`src/rtl/pwm_mixer_pkg.sv`:
```
// Shared defaults and helpers for the encoder-driven PWM mixer.
package pwm_mixer_pkg;

  localparam int DEF_NUM_CH      = 3;
  localparam int DEF_LEVEL_WIDTH = 8;
  localparam int DEF_STEP        = 1;
  localparam int DEF_DEBOUNCE    = 7;
  localparam int DEF_SATURATE    = 1;
  localparam int DEF_INVERT      = 0;
  localparam int DB_CNT_W        = 8;

  // Load-channel select width, never narrower than one bit.
  function automatic int ch_w(input int n);
    return (n > 1) ? $clog2(n) : 1;
  endfunction

endpackage

```
`src/rtl/mixer_channel.sv`:
```
// One encoder channel: synchronise, debounce, detent decode, level register.
module mixer_channel
  import pwm_mixer_pkg::*;
#(
  parameter int LEVEL_WIDTH     = DEF_LEVEL_WIDTH,
  parameter int STEP            = DEF_STEP,
  parameter int DEBOUNCE_CYCLES = DEF_DEBOUNCE,
  parameter int SATURATE        = DEF_SATURATE
) (
  input  logic                   clk,
  input  logic                   reset,
  input  logic                   enc_a_i,
  input  logic                   enc_b_i,
  input  logic                   load_i,
  input  logic [LEVEL_WIDTH-1:0] load_level_i,
  output logic [LEVEL_WIDTH-1:0] level_o
);

  localparam int LW1 = LEVEL_WIDTH + 1;
  localparam logic [LW1-1:0] STEP_V = LW1'(STEP);
  localparam logic [DB_CNT_W-1:0] DB_MAX =
    DB_CNT_W'(DEBOUNCE_CYCLES - 1);

  // Bit 0 carries phase A, bit 1 phase B.
  logic [1:0] meta_q, sync_q;
  logic [1:0] deb_q, deb_d;
  logic [1:0][DB_CNT_W-1:0] cnt_q, cnt_d;
  logic a_prev_q;
  logic [LEVEL_WIDTH-1:0] level_q, level_d;
  logic [LW1-1:0] sum, diff;
  logic rise;

  always_comb begin
    deb_d = deb_q;
    cnt_d = cnt_q;
    for (int k = 0; k < 2; k++) begin
      if (sync_q[k] == deb_q[k]) begin
        cnt_d[k] = '0;
      end else if (cnt_q[k] == DB_MAX) begin
        deb_d[k] = sync_q[k];
        cnt_d[k] = '0;
      end else begin
        cnt_d[k] = cnt_q[k] + 1'b1;
      end
    end
  end

  assign rise = deb_q[0] & ~a_prev_q;
  assign sum  = {1'b0, level_q} + STEP_V;
  assign diff = {1'b0, level_q} - STEP_V;

  // A direct load always wins over a detent on the same edge.
  always_comb begin
    level_d = level_q;
    if (load_i) begin
      level_d = load_level_i;
    end else if (rise && !deb_q[1]) begin
      level_d = (SATURATE != 0 && sum[LEVEL_WIDTH]) ?
        '1 : sum[LEVEL_WIDTH-1:0];
    end else if (rise) begin
      level_d = (SATURATE != 0 && diff[LEVEL_WIDTH]) ?
        '0 : diff[LEVEL_WIDTH-1:0];
    end
  end

  always_ff @(posedge clk or posedge reset) begin
    if (reset) begin
      meta_q   <= '0;
      sync_q   <= '0;
      deb_q    <= '0;
      cnt_q    <= '0;
      a_prev_q <= 1'b0;
      level_q  <= '0;
    end else begin
      meta_q   <= {enc_b_i, enc_a_i};
      sync_q   <= meta_q;
      deb_q    <= deb_d;
      cnt_q    <= cnt_d;
      a_prev_q <= deb_q[0];
      level_q  <= level_d;
    end
  end

  assign level_o = level_q;

endmodule

```
`src/rtl/pwm_mixer.sv`:
```
// Multi-channel rotary-encoder level mixer with shared-counter PWM outputs.
module pwm_mixer
  import pwm_mixer_pkg::*;
#(
  parameter int NUM_CH          = DEF_NUM_CH,
  parameter int LEVEL_WIDTH     = DEF_LEVEL_WIDTH,
  parameter int STEP            = DEF_STEP,
  parameter int DEBOUNCE_CYCLES = DEF_DEBOUNCE,
  parameter int SATURATE        = DEF_SATURATE,
  parameter int INVERT          = DEF_INVERT
) (
  input  logic                          clk,
  input  logic                          reset,
  input  logic [NUM_CH-1:0]             enc_a,
  input  logic [NUM_CH-1:0]             enc_b,
  input  logic                          load_valid,
  input  logic [ch_w(NUM_CH)-1:0]       load_ch,
  input  logic [LEVEL_WIDTH-1:0]        load_level,
  output logic [NUM_CH-1:0]             pwm_out,
  output logic [NUM_CH*LEVEL_WIDTH-1:0] level_out
);

  localparam int CH_W = ch_w(NUM_CH);
  localparam logic INV = (INVERT != 0);

  logic [NUM_CH-1:0][LEVEL_WIDTH-1:0] lvl;
  logic [NUM_CH-1:0] load_hit;
  logic [NUM_CH-1:0] pwm_q, pwm_d;
  logic [LEVEL_WIDTH-1:0] cnt_q;

  for (genvar i = 0; i < NUM_CH; i++) begin : g_ch
    assign load_hit[i] = load_valid && (load_ch == CH_W'(i));

    mixer_channel #(
      .LEVEL_WIDTH    (LEVEL_WIDTH),
      .STEP           (STEP),
      .DEBOUNCE_CYCLES(DEBOUNCE_CYCLES),
      .SATURATE       (SATURATE)
    ) u_ch (
      .clk         (clk),
      .reset       (reset),
      .enc_a_i     (enc_a[i]),
      .enc_b_i     (enc_b[i]),
      .load_i      (load_hit[i]),
      .load_level_i(load_level),
      .level_o     (lvl[i])
    );
  end

  always_comb begin
    pwm_d = '0;
    for (int i = 0; i < NUM_CH; i++) begin
      pwm_d[i] = (cnt_q < lvl[i]) ^ INV;
    end
  end

  always_ff @(posedge clk or posedge reset) begin
    if (reset) begin
      cnt_q <= '0;
      pwm_q <= {NUM_CH{INV}};
    end else begin
      cnt_q <= cnt_q + 1'b1;
      pwm_q <= pwm_d;
    end
  end

  assign pwm_out   = pwm_q;
  assign level_out = lvl;

endmodule

```
`config.mk`:
```
export PLATFORM = sky130hd
export DESIGN_NAME = pwm_mixer
export DESIGN_NICKNAME = d
export VERILOG_FILES = /design/src/rtl/pwm_mixer_pkg.sv /design/src/rtl/mixer_channel.sv /design/src/rtl/pwm_mixer.sv
export SDC_FILE = /design/constraint.sdc
export NUM_CORES = 1
export LEC_CHECK = 0
export CAP_MARGIN = 20
export CORE_UTILIZATION = 55
export CTS_CLUSTER_SIZE = 8
export DETAILED_ROUTE_END_ITERATION = 8
export PLACE_DENSITY = 0.86
export REMOVE_ABC_BUFFERS = 1
export SLEW_MARGIN = 20
export SYNTH_ARGS = -nofsm -noshare
export SYNTH_HDL_FRONTEND = slang
export SYNTH_HIERARCHICAL = 1
export SYNTH_SLANG_ARGS = --single-unit
```
`constraint.sdc`:
```
create_clock -name clk -period 2.4 [get_ports clk]
set_input_delay 0.48 -clock clk [delete_from_list [all_inputs] [get_ports clk]]
set_output_delay 0.48 -clock clk [all_outputs]
set_load 0.01 [all_outputs]
```
Word-level counts from Yosys, hierarchy flattened
Cells that the tools add are included.
{"block": "totals", "ff_bits": 104, "latchBits": 0, "ramBits": 0, "mem_bits_ro": 0, "in_bits": 19, "out_inout_bits": 27, "word_cells": 114, "n_memories": 0}
{"block": "op_classes", "n_addsub": 13, "multipliers": 0, "n_div": 0, "n_lt_le_gt_ge": 3, "eq_ne": 14, "shift": 0, "n_mux": 27, "bitwise_logic": 12, "reduce_logical": 19}
{"op": "$mux 8", "count": 27}
{"op": "$add 8x1->8 const B", "count": 7}
{"op": "$eq 8x3->1 const B", "count": 6}
{"op": "$add 8x1->9 const B", "count": 3}
{"op": "$sub 8x1->9 const B", "count": 3}
{"op": "$lt 8x8->1", "count": 3}
{"op": "$reduce_and 2->1", "count": 6}
{"op": "$not 1->1", "count": 9}
{"op": "$reduce_bool 3->1", "count": 3}
{"op": "$eq 1x1->1", "count": 6}
{"op": "$logic_and 1x1->1", "count": 6}
{"op": "$and 1x1->1", "count": 3}
{"op": "$logic_not 1->1", "count": 3}
{"op": "$eq 2x1->1 const B", "count": 1}
{"op": "$eq 2x2->1 const B", "count": 1}
{"op": "$logic_not 2->1", "count": 1}

Longest topological paths before layout
{"block": "logic_depth", "ltp_word": 5, "ltp_mapped": 7, "mapped_depth_nobuf": 6}

Modules after synthesis
The synthesis kept the hierarchy.
{"mod": "mixer_channel", "n_inst": 3, "cells_each": 192, "area_each_um2": 1811.7, "seq_area_each_um2": 775.7}
{"mod": "pwm_mixer", "n_inst": 1, "cells_each": 107, "area_each_um2": 954.7, "seq_area_each_um2": 275.3}

Least setup slack after synthesis
No wires, ideal clock.
{"block": "synth_path", "path_type": "reg-to-reg", "from": "reg g_ch[1].u_ch.level_q[0]", "to": "reg g_ch[1].u_ch.level_q[6]", "setup_ns": 0.137, "arrival_ns": 1.747, "required_ns": 2.263, "setup_slack_ns": 0.516, "path_stages_with_launch": 8, "path_buffers": 1, "period_less_slack_ns": 1.884, "path_cell_list": "dfrtp_1 clkbuf_1 inv_1 ha_1 or3b_1 nor4_1 o2111ai_1 nor3b_1"}
{"block": "synth_between", "elab_chain_len": 5, "word_cells_on_any_way": 7, "classes_between": "2 x add/sub; 5 x mux"}
{"element": "from (decl)", "line": "mixer_channel.sv:29", "rtl": "logic [LEVEL_WIDTH-1:0] level_q, level_d;"}
{"element": "from (signal assigned)", "line": "mixer_channel.sv:80", "rtl": "level_q <= level_d;"}
{"element": "$sub 8x1->9", "line": "mixer_channel.sv:50", "rtl": "assign diff = {1'b0, level_q} - STEP_V;"}
{"element": "$mux 8", "line": "mixer_channel.sv:61", "rtl": "level_d = (SATURATE != 0 && diff[LEVEL_WIDTH]) ?"}
{"element": "$mux 8", "line": "mixer_channel.sv:60", "rtl": "end else if (rise) begin"}
{"element": "$mux 8 (*)", "line": "mixer_channel.sv:57", "rtl": "end else if (rise && !deb_q[1]) begin"}
{"element": "$mux 8 (*)", "line": "mixer_channel.sv:55", "rtl": "if (load_i) begin"}
Every way passes the cells marked *; elsewhere a longest branch is shown, timed or not. The select of a mux whose other input is x is not followed.
A chain may end at the register's enable or synchronous reset.

Worst setup path in the final report
{"block": "layout_path", "from": "reg g_ch[0].u_ch.level_q[3]", "to": "out level_out[3]"}
{"element": "from (decl)", "line": "mixer_channel.sv:29"}
{"element": "from (signal assigned)", "line": "mixer_channel.sv:80"}
{"element": "to (decl)", "line": "pwm_mixer.sv:20", "rtl": "output logic [NUM_CH*LEVEL_WIDTH-1:0] level_out"}
No word-level cell between the ends.

==> flow_summary.json <==
{
  "port-buffer-count": 45,
  "cts.path.max_buffers": 2,
  "cts-root-buf": "clkbuf_16",
  "slowest_delay_ps": 650,
  "seq_area_frac_synth": 0.4073,
  "layout_common_cells": "dfrtp_1 (104), nor2_1 (70), nand3_1 (49)",
  "vias_per_cell": 6.392,
  "fin_cells": 873,
  "dp.cells": 857,
  "power_w": 0.007428,
  "dpl.hpwl_um": 11000,
  "fp.dieH_um": 109.8,
  "grt_pass1_vias": 5456,
  "power.leakage_nw": 3.213,
  "drt_wl_total_um": 15440,
  "status": "completed",
  "synth-edff-count": 0,
  "clk_pin_slew_ps": 70,
  "remaining_drc_errors": 0,
  "die-area_sq_um": 12050,
  "setup_violations": 0,
  "final_util": 0.6581,
  "gp_congestion": 0.9503,
  "hold_viol_final": 0,
  "ys_warn_count": 6,
  "cts_sinks": 104,
  "num-nets-final": 787,
  "grt_setup_unrepaired": "false",
  "seqCellArea_sq_um": 2603,
  "ys.flop_type": "dfrtp_1",
  "overflow": 0,
  "track_usage": 0.2739,
  "crit_fanout": 13,
  "drv_slew": 0,
  "n_fill_cell": 826,
  "die-width_um": 109.8,
  "max_freq_mhz": 471.7,
  "period_minus_slack_ps": 2120,
  "cts_tree": "yes",
  "grt_max_degree": 32,
  "crit_chain": "clkdlybuf4s50_1",
  "syn_to_final_growth_pct": 14.10,
  "coreArea_sq_um": 11080,
  "cp_slowest_cell": "dfrtp_1",
  "endpoint_kind": "primary output",
  "required_ps": 1920,
  "n_antenna_cell": 0,
  "post_cts_buffers": 0,
  "postCtsHoldBufs": 0,
  "hold_class": "register to register",
  "initial_core_util": 0.5768,
  "insertion_delay_ps": 360,
  "layout_commonest_cell": "dfrtp_1",
  "synth_area_sq_um": 6390,
  "drive_above_1_share": 0.09277,
  "wire_per_inst_um": 17.68,
  "ios": 46,
  "htree_levels": 3,
  "numCtsBuffers": 9,
  "cp_top_family": "flip-flops",
  "critPathLaunchType": "register",
  "holdWs_ps": 349.1,
  "ant_nets": 0,
  "crit_type": "register to primary output",
  "synth.distinct_cells": 56,
  "p_per_area_nw_per_um2": 1019,
  "ys_ff_latch": 104,
  "rows": 38,
  "async_flop_share": 1.000,
  "dr.first_iter.drc_count": 688,
  "multi_input_area_sq_um": 3461,
  "slew_headroom": 0.6326,
  "vias": 5580,
  "fin_skew_ps": 9.651,
  "antenna_found_initial": 0,
  "cap_violations": 0,
  "firstDrtPassIters": 6,
  "ir_drop_mv": 0.5945,
  "tightestPinTransition_ps": 549.9,
  "synth_cells": 683,
  "critPathBufInv": 1,
  "grt_pass1_wl_um": 25560,
  "cts_resized": 0,
  "critical_path_arrival_ps": 1640,
  "fin_tns_setup_ps": 0,
  "synth_area_per_cell_sq_um": 9.356,
  "fin_crit_sh": 0.8833
}
## power by group
group | total (W) | internal, W | switching [W]
Combinational | 0.00315 | 0.00153 | 0.00162
Sequential | 0.00287 | 0.00211 | 0.000760
Clock | 0.00141 | 0.000740 | 0.000675
Total | 0.00743 | 0.00437 | 0.00305
## synthesized netlist by cell type (4+ instances only)
| cell | instances | share of area |
|---|---|---|
| dfrtp_1 | 104 | 0.41 |
| nor2_1 | 70 | 0.041 |
| nand3_1 | 49 | 0.038 |
| inv_1 | 47 | 0.028 |
| xor2_1 | 43 | 0.059 |
| ha_1 | 40 | 0.078 |
| a21oi_1 | 32 | 0.025 |
| nand2_1 | 31 | 0.018 |
| o21ai_0 | 17 | 0.013 |
| nand2b_1 | 16 | 0.016 |
| and3_1 | 15 | 0.015 |
| clkbuf_1 | 15 | 0.0088 |
| nor3b_1 | 13 | 0.015 |
| buf_2 | 12 | 0.0094 |
| o211ai_1 | 11 | 0.013 |
| xnor2_1 | 11 | 0.015 |
| nor3_1 | 9 | 0.0070 |
| o22ai_1 | 9 | 0.0088 |
| or3_1 | 9 | 0.0088 |
| o21a_1 | 7 | 0.0082 |
| a22oi_1 | 6 | 0.0070 |
| a311oi_1 | 6 | 0.0082 |
| mux2_2 | 6 | 0.011 |
| nand4_1 | 6 | 0.0059 |
| nor4_1 | 6 | 0.0059 |
| o311ai_0 | 6 | 0.0082 |
| o31ai_1 | 6 | 0.0070 |
| a31oi_1 | 4 | 0.0039 |
| and3_2 | 4 | 0.0047 |
| nor2b_1 | 4 | 0.0039 |
## path summary, 6_finish.rpt
path / cells after the start / end / slack (ps) / startpoint
max: 1 / level_out[3] / 280 / g_ch[0].u_ch/level_o[3]
min: 0 / g_ch[1].u_ch/sync_q[1] / 350 / g_ch[1].u_ch/meta_q[1]
max reg2reg: 6 / g_ch[0].u_ch/level_o[6] / 350 / g_ch[0].u_ch/level_o[0]
min reg2reg: 0 / g_ch[1].u_ch/sync_q[1] / 350 / g_ch[1].u_ch/meta_q[1]
max in group asynchronous: 3 / g_ch[1].u_ch/sync_q[0] / 1460 / reset
min in group asynchronous: 2 / cnt_q[0] / 560 / reset
## cells by family (layout without fill, tap and decap cells)
| family | Yosys count | count (layout) | share of synthesized area |
|---|---|---|---|
| flip-flops | 104 | 104 | 0.4073 |
| adder cells (fa/ha/maj) | 40 | 40 | 0.07832 |
| buffers and inverters | 77 | 127 | 0.05111 |
| XOR/XNOR | 54 | 54 | 0.07402 |
| multiplexers | 6 | 6 | 0.01057 |
| AO/OA/AOI/OAI | 138 | 138 | 0.1474 |
| AND/OR/NAND/NOR | 264 | 264 | 0.2313 |
## per-layer routing
metal  vias up  wire length (um)  GRT usage  share of wire
met5         -                 0          0              0
met4         0               706     0.1590          0.046
met3        68              1256    0.06165          0.081
met2       289              7382     0.4424           0.48
met1      2683              6090     0.3360           0.39
li1       2540                 -          -              -
## sequential cells by signal, summed over array words and instances, names as in the netlist
register,count
g_ch.u_ch/deb_q,6
g_ch.u_ch/sync_q,6
cnt_q,8
g_ch.u_ch/cnt_q,48
g_ch.u_ch/a_prev_q,3
pwm_out,3
g_ch.u_ch/level_o,24
g_ch.u_ch/meta_q,6
## metrics by stage
step | worst slack (ps) | area, sq um
2_1_floorplan | 338.9 | 6240
3_3_place_gp | 178.3 | 7008
3_5_place_dp | 200.1 | 7008
4_1_cts | 273.4 | 7291
5_1_grt | 145.2 | 7291
6_report | 280.0 | 7291
## cell type report
class | instances | share of cell area
flip-flops and latches | 104 | 0.3570
repair buffers | 64 | 0.08135
multi-input cells | 502 | 0.4747
well taps | 140 | 0.02403
inverters | 47 | 0.02420
clock buffers | 11 | 0.03329
clock inverters | 5 | 0.005492
(Power assumes the default switching activity.)
